<file path="src/rtl/kgp_risc_pkg.sv">
// Shared kgp_risc definitions: select encodings used by the routing blocks.
package kgp_risc_pkg;

    // Destination select for demux_1to3_buffered; 2'b11 aliases channel A.
    typedef enum logic [1:0] {
        SEL_A     = 2'b00,
        SEL_B     = 2'b01,
        SEL_C     = 2'b10,
        SEL_A_ALT = 2'b11
    } demux_sel_e;

endpackage

</file>
<file path="src/rtl/demux_1to3_buffered_if.sv">
// Input word/select handshake plus three buffered output channels.
interface demux_1to3_buffered_if #(
    parameter int unsigned DATA_W = 32
);
    logic [DATA_W-1:0] in_data;
    logic [1:0]        in_sel;
    logic              in_valid;
    logic              in_ready;

    logic [DATA_W-1:0] out_a_data;
    logic              out_a_valid;
    logic              out_a_ready;
    logic [DATA_W-1:0] out_b_data;
    logic              out_b_valid;
    logic              out_b_ready;
    logic [DATA_W-1:0] out_c_data;
    logic              out_c_valid;
    logic              out_c_ready;

    modport master (
        output in_data, in_sel, in_valid,
        input  in_ready,
        input  out_a_data, out_a_valid, out_b_data, out_b_valid, out_c_data, out_c_valid,
        output out_a_ready, out_b_ready, out_c_ready
    );

    modport slave (
        input  in_data, in_sel, in_valid,
        output in_ready,
        output out_a_data, out_a_valid, out_b_data, out_b_valid, out_c_data, out_c_valid,
        input  out_a_ready, out_b_ready, out_c_ready
    );
endinterface

</file>
<file path="src/rtl/demux_1to3_buffered_sync_fifo.sv">
// Single-clock FIFO; head reads zero when empty, push ignored when full, pop ignored when empty.
module sync_fifo #(
    parameter int unsigned DATA_W = 32,
    parameter int unsigned DEPTH  = 2
) (
    input  logic              clk,
    input  logic              rst,
    input  logic              i_push,
    input  logic              i_pop,
    input  logic [DATA_W-1:0] i_wdata,
    output logic              o_full,
    output logic              o_empty,
    output logic [DATA_W-1:0] o_head
);
    localparam int unsigned AW = $clog2(DEPTH);
    localparam int unsigned CW = AW + 1;

    logic [DATA_W-1:0] r_mem [DEPTH];
    logic [AW-1:0]     r_wptr;
    logic [AW-1:0]     r_rptr;
    logic [CW-1:0]     r_count;
    logic              w_do_push;
    logic              w_do_pop;

    assign o_full    = (r_count == CW'(DEPTH));
    assign o_empty   = (r_count == '0);
    assign w_do_push = i_push && !o_full;
    assign w_do_pop  = i_pop && !o_empty;
    assign o_head    = o_empty ? '0 : r_mem[r_rptr];

    // Power-of-two depth lets the pointers wrap by plain overflow.
    always_ff @(posedge clk or posedge rst) begin
        if (rst) begin
            r_wptr  <= '0;
            r_rptr  <= '0;
            r_count <= '0;
        end else begin
            if (w_do_push) r_wptr <= r_wptr + AW'(1);
            if (w_do_pop)  r_rptr <= r_rptr + AW'(1);
            if (w_do_push && !w_do_pop)      r_count <= r_count + CW'(1);
            else if (!w_do_push && w_do_pop) r_count <= r_count - CW'(1);
        end
    end

    always_ff @(posedge clk) begin
        if (w_do_push) r_mem[r_wptr] <= i_wdata;
    end
endmodule

</file>
<file path="src/rtl/demux_1to3_buffered.sv">
// Routes each accepted input word into one of three buffered FIFO channels by in_sel.
module demux_1to3_buffered
    import kgp_risc_pkg::*;
#(
    parameter int unsigned DATA_W = 32,
    parameter int unsigned DEPTH  = 2
) (
    input logic                  clk,
    input logic                  rst,
    demux_1to3_buffered_if.slave bus
);
    demux_sel_e w_sel;
    logic       w_ready;
    logic       w_push_a, w_push_b, w_push_c;
    logic       w_full_a, w_full_b, w_full_c;
    logic       w_empty_a, w_empty_b, w_empty_c;

    assign w_sel = demux_sel_e'(bus.in_sel);

    // Ready depends only on the addressed queue's full flag, never on in_valid or a same-cycle pop.
    always_comb begin
        w_ready  = 1'b0;
        w_push_a = 1'b0;
        w_push_b = 1'b0;
        w_push_c = 1'b0;
        case (w_sel)
            SEL_A, SEL_A_ALT: begin
                w_ready  = !w_full_a;
                w_push_a = bus.in_valid && !w_full_a;
            end
            SEL_B: begin
                w_ready  = !w_full_b;
                w_push_b = bus.in_valid && !w_full_b;
            end
            SEL_C: begin
                w_ready  = !w_full_c;
                w_push_c = bus.in_valid && !w_full_c;
            end
            default: ;
        endcase
    end

    assign bus.in_ready    = w_ready;
    assign bus.out_a_valid = !w_empty_a;
    assign bus.out_b_valid = !w_empty_b;
    assign bus.out_c_valid = !w_empty_c;

    sync_fifo #(.DATA_W(DATA_W), .DEPTH(DEPTH)) u_fifo_a (
        .clk(clk), .rst(rst), .i_push(w_push_a), .i_pop(bus.out_a_ready), .i_wdata(bus.in_data),
        .o_full(w_full_a), .o_empty(w_empty_a), .o_head(bus.out_a_data)
    );

    sync_fifo #(.DATA_W(DATA_W), .DEPTH(DEPTH)) u_fifo_b (
        .clk(clk), .rst(rst), .i_push(w_push_b), .i_pop(bus.out_b_ready), .i_wdata(bus.in_data),
        .o_full(w_full_b), .o_empty(w_empty_b), .o_head(bus.out_b_data)
    );

    sync_fifo #(.DATA_W(DATA_W), .DEPTH(DEPTH)) u_fifo_c (
        .clk(clk), .rst(rst), .i_push(w_push_c), .i_pop(bus.out_c_ready), .i_wdata(bus.in_data),
        .o_full(w_full_c), .o_empty(w_empty_c), .o_head(bus.out_c_data)
    );
endmodule

</file>
<file path="src/flat_wrapper.sv">
// flat-port wrapper written by rule: the top's interface ports become plain ports
module demux_1to3_buffered_flat import kgp_risc_pkg::*;
#(
    parameter int unsigned DATA_W = 32,
    parameter int unsigned DEPTH  = 2
)
  (clk, rst, bus_in_data, bus_in_sel, bus_in_valid, bus_in_ready, bus_out_a_data, bus_out_a_valid, bus_out_b_data, bus_out_b_valid, bus_out_c_data, bus_out_c_valid, bus_out_a_ready, bus_out_b_ready, bus_out_c_ready);
  demux_1to3_buffered_if #(.DATA_W(DATA_W)) bus_i ();
  input logic clk;
  input logic rst;
  input wire logic [$bits(bus_i.in_data)-1:0] bus_in_data;
  input wire logic [$bits(bus_i.in_sel)-1:0] bus_in_sel;
  input wire logic [$bits(bus_i.in_valid)-1:0] bus_in_valid;
  output wire logic [$bits(bus_i.in_ready)-1:0] bus_in_ready;
  output wire logic [$bits(bus_i.out_a_data)-1:0] bus_out_a_data;
  output wire logic [$bits(bus_i.out_a_valid)-1:0] bus_out_a_valid;
  output wire logic [$bits(bus_i.out_b_data)-1:0] bus_out_b_data;
  output wire logic [$bits(bus_i.out_b_valid)-1:0] bus_out_b_valid;
  output wire logic [$bits(bus_i.out_c_data)-1:0] bus_out_c_data;
  output wire logic [$bits(bus_i.out_c_valid)-1:0] bus_out_c_valid;
  input wire logic [$bits(bus_i.out_a_ready)-1:0] bus_out_a_ready;
  input wire logic [$bits(bus_i.out_b_ready)-1:0] bus_out_b_ready;
  input wire logic [$bits(bus_i.out_c_ready)-1:0] bus_out_c_ready;
  assign bus_i.in_data = bus_in_data;
  assign bus_i.in_sel = bus_in_sel;
  assign bus_i.in_valid = bus_in_valid;
  assign bus_in_ready = bus_i.in_ready;
  assign bus_out_a_data = bus_i.out_a_data;
  assign bus_out_a_valid = bus_i.out_a_valid;
  assign bus_out_b_data = bus_i.out_b_data;
  assign bus_out_b_valid = bus_i.out_b_valid;
  assign bus_out_c_data = bus_i.out_c_data;
  assign bus_out_c_valid = bus_i.out_c_valid;
  assign bus_i.out_a_ready = bus_out_a_ready;
  assign bus_i.out_b_ready = bus_out_b_ready;
  assign bus_i.out_c_ready = bus_out_c_ready;
  demux_1to3_buffered #(.DATA_W(DATA_W), .DEPTH(DEPTH)) u_core (.clk(clk), .rst(rst), .bus(bus_i));
endmodule
</file>
<file path="config.mk">
export PLATFORM = sky130hd
export DESIGN_NAME = demux_1to3_buffered_flat
export DESIGN_NICKNAME = d
export VERILOG_FILES = /design/src/rtl/kgp_risc_pkg.sv /design/src/rtl/demux_1to3_buffered_if.sv /design/src/rtl/demux_1to3_buffered_sync_fifo.sv /design/src/rtl/demux_1to3_buffered.sv /design/src/flat_wrapper.sv
export SDC_FILE = /design/constraint.sdc
export NUM_CORES = 1
export LEC_CHECK = 0
export ABC_AREA = 1
export CAP_MARGIN = 20
export CORE_ASPECT_RATIO = 0.8
export CORE_MARGIN = 4
export CORE_UTILIZATION = 40
export CTS_CLUSTER_DIAMETER = 200
export DETAILED_ROUTE_END_ITERATION = 7
export PLACE_DENSITY_LB_ADDON = 0.15
export SLEW_MARGIN = 20
export SYNTH_ARGS = -nofsm -noshare
export SYNTH_HDL_FRONTEND = slang
export SYNTH_SLANG_ARGS = --single-unit
</file>
<file path="constraint.sdc">
create_clock -name clk -period 4.7 [get_ports clk]
set_clock_uncertainty 0.05 [all_clocks]
set_input_delay 1.175 -clock clk [delete_from_list [all_inputs] [get_ports clk]]
set_output_delay 1.175 -clock clk [all_outputs]
set_load 0.05 [all_outputs]
</file>
## After elaboration in Yosys (flattened, before gate mapping)

Memories as Yosys holds them, arrays and structs flattened.
Index checks and enable logic that the tools add are counted.

- Register bits: 12
- Memory bits (writable): 192
- Bits of input ports: 40
- Output and inout port bits: 100
- Word-level logic and storage cells: 84
- Memories: 3

- $add $sub $neg: 12
- Eq/ne operators: 6
- Muxes and demuxes: 19
- Reduce and logical (&&, ||, !) cells: 35

Memories:

| memory | words | bits a word | read ports | clocked after memory_dff | wr ports | line | text |
|---|---|---|---|---|---|---|---|
| u_core.u_fifo_a.r_mem | 2 | 32 | 1 | 0 | 1 | demux_1to3_buffered_sync_fifo.sv:18 | `logic [DATA_W-1:0] r_mem [DEPTH];` |
| u_core.u_fifo_b.r_mem | 2 | 32 | 1 | 0 | 1 | demux_1to3_buffered_sync_fifo.sv:18 |  |
| u_core.u_fifo_c.r_mem | 2 | 32 | 1 | 0 | 1 | demux_1to3_buffered_sync_fifo.sv:18 |  |

Operators by type and width:

| operator | count |
|---|---|
| 32-bit two-way mux | 3 |
| 1-bit logical AND | 15 |
| 1-bit logical NOT | 12 |
| 2-bit two-way mux | 6 |
| 2-bit == test (second input constant) | 5 |
| 1-bit two-way mux | 9 |
| 2-bit logical NOT | 4 |
| 1-bit adder (second input constant) | 6 |
| 2-bit by 1-bit adder with 2-bit output (second input constant) | 3 |
| 2-bit nonzero test | 3 |
| 2-bit by 1-bit subtractor with 2-bit output (second input constant) | 3 |
| 1-bit one-hot mux with 3 select lines | 1 |
| 2-bit by 1-bit == test with 1-bit output (second input constant) | 1 |
| 2-bit OR reduction | 1 |

## Depth between registers and ports, before layout

- Word-level depth: 9
- Mapped depth: 10
- Mapped depth without buffers: 10

## Cells and area by module

Synthesis repeated with hierarchy kept, for this count alone.

- Cells, all modules: 632
- Area, all modules: 8,023.9 sq um

Modules (own cells, without submodules):

| module | times used | cells an instance | area each (sq um) | seq. area each (sq um) |
|---|---|---|---|---|
| sync_fifo | 3 | 204 | 2,641.3 | 2,021.9 |
| demux_1to3_buffered | 1 | 20 | 100.1 | 0.0 |

## Worst setup path after synthesis

OpenSTA, ideal clock, no wires.

- Kind: input-to-reg
- From: input bus_in_sel[0]
- To: memory u_core.u_fifo_a.r_mem[1][0] (enable)
- Library setup time: 421 ps
- Arrival: 2,996 ps
- Data required time: 4,229 ps
- Path slack: 1,232 ps
- Cell stages on the path: 4
- Path buffers: 0
- Cell sequence: inv_1 -> ha_1 -> nand3_1 -> nor2_1

- Cells in the longest elaborated chain, start to end: 6
- Elaborated cells between the ends (all ways): 7
- Classes of those cells: eq/ne (1); mux (3); reduce/logical (3)

Ends and longest elaborated chain:

| item | line | text |
|---|---|---|
| start, declared | flat_wrapper.sv:12 | `input wire logic [$bits(bus_i.in_sel)-1:0] bus_in_sel;` |
| 2-bit == test or 2-bit logical NOT (tied branches) | demux_1to3_buffered.sv:26 | `case (w_sel)` |
| 2-bit OR reduction (*) | demux_1to3_buffered.sv:26 |  |
| 1-bit two-way mux (*) | demux_1to3_buffered.sv:26 |  |
| 1-bit logical AND (*) | demux_1to3_buffered_sync_fifo.sv:27 | `assign w_do_push = i_push && !o_full;` |
| 1-bit two-way mux (*) | demux_1to3_buffered_sync_fifo.sv:46 | `if (w_do_push) r_mem[r_wptr] <= i_wdata;` |
| 1-bit two-way mux (implied by the code) (*) | demux_1to3_buffered_sync_fifo.sv:46 |  |
| end, declared | demux_1to3_buffered_sync_fifo.sv:18 |  |

Every way passes the cells marked *; elsewhere a longest branch is shown, timed or not.

## Worst setup path in the final report

- From: input bus_in_sel[0]
- To: output bus_in_ready

- Cells in the longest elaborated chain, start to end: 3
- Elaborated cells between the ends (all ways): 6
- Classes of those cells: eq/ne (3); mux (1); reduce/logical (2)

Ends and longest elaborated chain:

| item | line | text |
|---|---|---|
| 2-bit == test or 2-bit logical NOT (tied branches) | demux_1to3_buffered.sv:26 |  |
| 2-bit OR reduction | demux_1to3_buffered.sv:26 |  |
| 1-bit one-hot mux with 3 select lines (*) | demux_1to3_buffered.sv:26 |  |
| end, declared | flat_wrapper.sv:14 | `output wire logic [$bits(bus_i.in_ready)-1:0] bus_in_ready;` |

Marks and branches as above.

==> flow_results.xml <==
<?xml version="1.0" encoding="UTF-8"?>
<metrics>
  <group name="clock_tree">
    <metric name="post_cts_resized" unit="">0</metric>
    <metric name="clock_insertion_delay_worst_skew" unit="ps">490</metric>
    <metric name="largest_buffer_count_on_any_clock_path" unit="">3</metric>
    <metric name="root_buffer_cell" unit="">clkbuf_16</metric>
    <metric name="worst_setup_hold_path_clk_slew" unit="ps">60</metric>
    <metric name="cts_tree" unit="">yes</metric>
    <metric name="cts.htree.levels" unit="">1</metric>
    <metric name="clock_buffers_created_by_tritoncts" unit="">21</metric>
    <metric name="post_cts.repair.setup_buffers" unit="">0</metric>
    <metric name="tritoncts_num_sinks" unit="">204</metric>
    <metric name="cts.hold.buffers_added" unit="">0</metric>
  </group>
  <group name="logic_synthesis">
    <metric name="share_of_the_yosys_chip_area_belonging_to_registers" unit="">0.730</metric>
    <metric name="synth_fp_nets" unit="">663</metric>
    <metric name="ys_dominant_reg_cell" unit="">edfxtp_1</metric>
    <metric name="synth_top_cell_area_share" unit="">0.694</metric>
    <metric name="synth-edff-count" unit="">192</metric>
    <metric name="syn-instance-count" unit="">618</metric>
    <metric name="synth_top_cell_by_area" unit="">edfxtp_1</metric>
    <metric name="synth_cell_type_count" unit="">18</metric>
    <metric name="synth.avg_cell_area" unit="sq um">13.5</metric>
    <metric name="synth_common_cells" unit="">nand2_1 (222), edfxtp_1 (192), a21oi_2 (70)</metric>
    <metric name="synth_most_common_cell" unit="">nand2_1</metric>
    <metric name="async_flop_share" unit="">0.0588</metric>
    <metric name="synthTopCellsByArea" unit="">edfxtp_1 (69%), nand2_1 (10%), a21oi_2 (7.4%)</metric>
    <metric name="synthesis.area" unit="sq um">8310</metric>
    <metric name="yosys_register_bits" unit="">204</metric>
    <metric name="yosysWarnings" unit="">0</metric>
  </group>
  <group name="critical_path">
    <metric name="path_class" unit="">input port to output pin</metric>
    <metric name="timing.critical_path.fanout_max" unit="">4</metric>
    <metric name="arrival" unit="ps">3080</metric>
    <metric name="timing.critical_path.slowest_stage_cell" unit="">clkdlybuf4s50_1</metric>
    <metric name="critPathCaptureType" unit="">output pin</metric>
    <metric name="setup.worst_path.start_class" unit="">input port</metric>
    <metric name="critical_path_required" unit="ps">3470</metric>
    <metric name="cpPeakStageDelay" unit="ps">800</metric>
    <metric name="timing.critical_path.cells" unit="">clkdlybuf4s50_1 -&gt; inv_1 -&gt; ha_1 -&gt; inv_1 -&gt; nand2_1 -&gt; nand2_1 -&gt; clkdlybuf4s50_1</metric>
  </group>
  <group name="grt">
    <metric name="grt_start_max_net_pins" unit="">34</metric>
    <metric name="global_route.overflow_total" unit="">0</metric>
    <metric name="antenna_violations_before_repair" unit="">1</metric>
    <metric name="grt_first_pass_wirelength" unit="um">31600</metric>
    <metric name="grt_pass1_vias" unit="">5323</metric>
    <metric name="globalRouteTotalUtil" unit="">0.180</metric>
  </group>
  <group name="final_layout">
    <metric name="nets" unit="">806</metric>
    <metric name="fin_area" unit="sq um">10500</metric>
    <metric name="syn_to_final_growth" unit="%">26.1</metric>
    <metric name="instances_no_fill" unit="">1039</metric>
    <metric name="antenna_cells" unit="">0</metric>
    <metric name="post_route_cells_drive_above_1_share" unit="">0.172</metric>
  </group>
  <group name="route">
    <metric name="via_cell_ratio" unit="">4.98</metric>
    <metric name="avgRoutedWirePerCell" unit="um">20.0</metric>
    <metric name="drtAntennaViolNets" unit="">0</metric>
    <metric name="firstDrtPassIters" unit="">4</metric>
    <metric name="via_count" unit="">5178</metric>
    <metric name="post_detailed_route_drc_marker_count" unit="">0</metric>
    <metric name="wirelength" unit="um">20800</metric>
    <metric name="starting_drc_count_in_detailed_routing" unit="">343</metric>
  </group>
  <group name="place">
    <metric name="pre_cts_slack" unit="ps">411</metric>
    <metric name="io_buffers" unit="">139</metric>
    <metric name="gp_congestion" unit="">0.766</metric>
    <metric name="place.detailed.instances" unit="">1002</metric>
    <metric name="detailedPlacementHpwl" unit="um">12600</metric>
    <metric name="dpl_cell_area" unit="sq um">9860</metric>
  </group>
  <group name="flow_run">
    <metric name="max_cap_viol_count" unit="">0</metric>
  </group>
  <group name="die">
    <metric name="die_x" unit="um">169</metric>
    <metric name="core.rowCount" unit="">46</metric>
    <metric name="initial_utilization" unit="">0.413</metric>
    <metric name="core_area" unit="sq um">20100</metric>
    <metric name="io_pins" unit="">140</metric>
    <metric name="fp.dieH" unit="um">137</metric>
    <metric name="die-area" unit="sq um">23200</metric>
  </group>
  <group name="sta">
    <metric name="setup_viol_count_final" unit="">0</metric>
    <metric name="slew_worst_pin" unit="ps">914</metric>
    <metric name="fmax" unit="MHz">232</metric>
    <metric name="timing.hold.ws" unit="ps">420</metric>
    <metric name="hold_viol_final" unit="">0</metric>
    <metric name="totalNegativeSetupSlack" unit="ps">0</metric>
    <metric name="finalCritPeriodShare" unit="">0.917</metric>
    <metric name="fin_ws" unit="ps">391</metric>
    <metric name="finalMaxSlewViolations" unit="">0</metric>
    <metric name="final_period_minus_worst_setup_slack" unit="ps">4310</metric>
    <metric name="grt_setup_unrepaired" unit="">no</metric>
    <metric name="slew-limit-headroom" unit="">0.390</metric>
  </group>
  <group name="pwr">
    <metric name="static-leakage-power" unit="nW">3.69</metric>
    <metric name="ir_worst_vdd" unit="mV">0.518</metric>
    <metric name="power.density" unit="nW/um^2">775</metric>
  </group>
  <group name="run_status">
    <metric name="status" unit="">finished, final reports clean</metric>
  </group>
  <group name="worst_hold_path">
    <metric name="worstHoldPathType" unit="">flop to flop</metric>
  </group>
</metrics>
==> state kept, by name, summed over array words and instances, names as in the netlist, 2 cells and up <==
register                 count
u_core.u_fifo_c.r_mem       64
u_core.u_fifo_a.r_mem       64
u_core.u_fifo_b.r_mem       64
u_core.u_fifo_a.r_count      2
u_core.u_fifo_b.r_count      2
u_core.u_fifo_c.r_count      2
==> final cells by class <==
cell class,count,area (sq um)
fill,1744,9660
multi-input combinational,353,1860
sequential,204,6070
clock buffer,27,548
clock inverter,10,73.8
tap,264,330
inverter,31,126
timing repair buffer,150,1470
==> cell families after synthesis <==
kind of cell               after synthesis  synth area share
AOI/OAI and AO/OA                       96            0.0894
adders and majority gates                5           0.00753
and+or+nand+nor                        249             0.121
DFF                                    204             0.730
xor gates and xnor gates                 3           0.00316
buffers and inverters                   61            0.0495
==> worst max-delay path, delay by kind of cell <==
family | cells | cell delay, ps
buffers and inverters | 4 | 1420
adder cells (fa/ha/maj) | 1 | 340
AND/OR/NAND/NOR | 2 | 150
==> final timing paths <==
path                                                   startpoint                                endpoint  slack, ps  cells after the start
min                            u_core.u_fifo_c.r_wptr$_DFFE_PP0P_      u_core.u_fifo_c.r_wptr$_DFFE_PP0P_        420                      2
max in group asynchronous                                     rst      u_core.u_fifo_b.r_rptr$_DFFE_PP0P_       3260                      2
max                                                 bus_in_sel[0]                            bus_in_ready        390                      7
min in group asynchronous                                     rst  u_core.u_fifo_a.r_count[0]$_DFFE_PP0P_        970                      2
max reg2reg                u_core.u_fifo_b.r_count[0]$_DFFE_PP0P_   u_core.u_fifo_b.r_mem[0][9]$_DFFE_PP_       2750                      4
min reg2reg                    u_core.u_fifo_c.r_wptr$_DFFE_PP0P_      u_core.u_fifo_c.r_wptr$_DFFE_PP0P_        420                      2
==> through the flow <==
| step | power, mW | util |
|---|---|---|
| 2_1_floorplan | 5.37 | - |
| 3_3_place_gp | 6.64 | 0.489 |
| 3_5_place_dp | 6.68 | 0.489 |
| 4_1_cts | 8.23 | 0.520 |
| 5_1_grt | 8.50 | 0.520 |
| 6_report | 8.12 | 0.520 |
==> routing by layer <==
layer / vias to the layer above / track usage / wire length, um
li1: 2425 / - / -
met1: 2539 / 0.246 / 9070
met2: 183 / 0.301 / 9820
met3: 29 / 0.0404 / 1610
met4: 2 / 0.0304 / 278
met5: - / 0 / 13
==> layout by cell type, fill, tap and decap left out, types with 7 or more instances in the layout <==
| master | n |
|---|---|
| clkbuf_16 | 21 |
| a21oi_2 | 70 |
| inv_2 | 7 |
| edfxtp_1 | 192 |
| nand2_1 | 222 |
| a21oi_1 | 26 |
| clkdlybuf4s50_1 | 139 |
| dfrtp_1 | 9 |
| buf_4 | 11 |
| inv_1 | 20 |
| nand3_1 | 8 |
==> where the power goes <==
group,switching [mW],internal [mW]
clock,0.644,0.876
combinational,3.00,1.20
sequential,0.188,2.21
(Power assumes the default switching activity.)
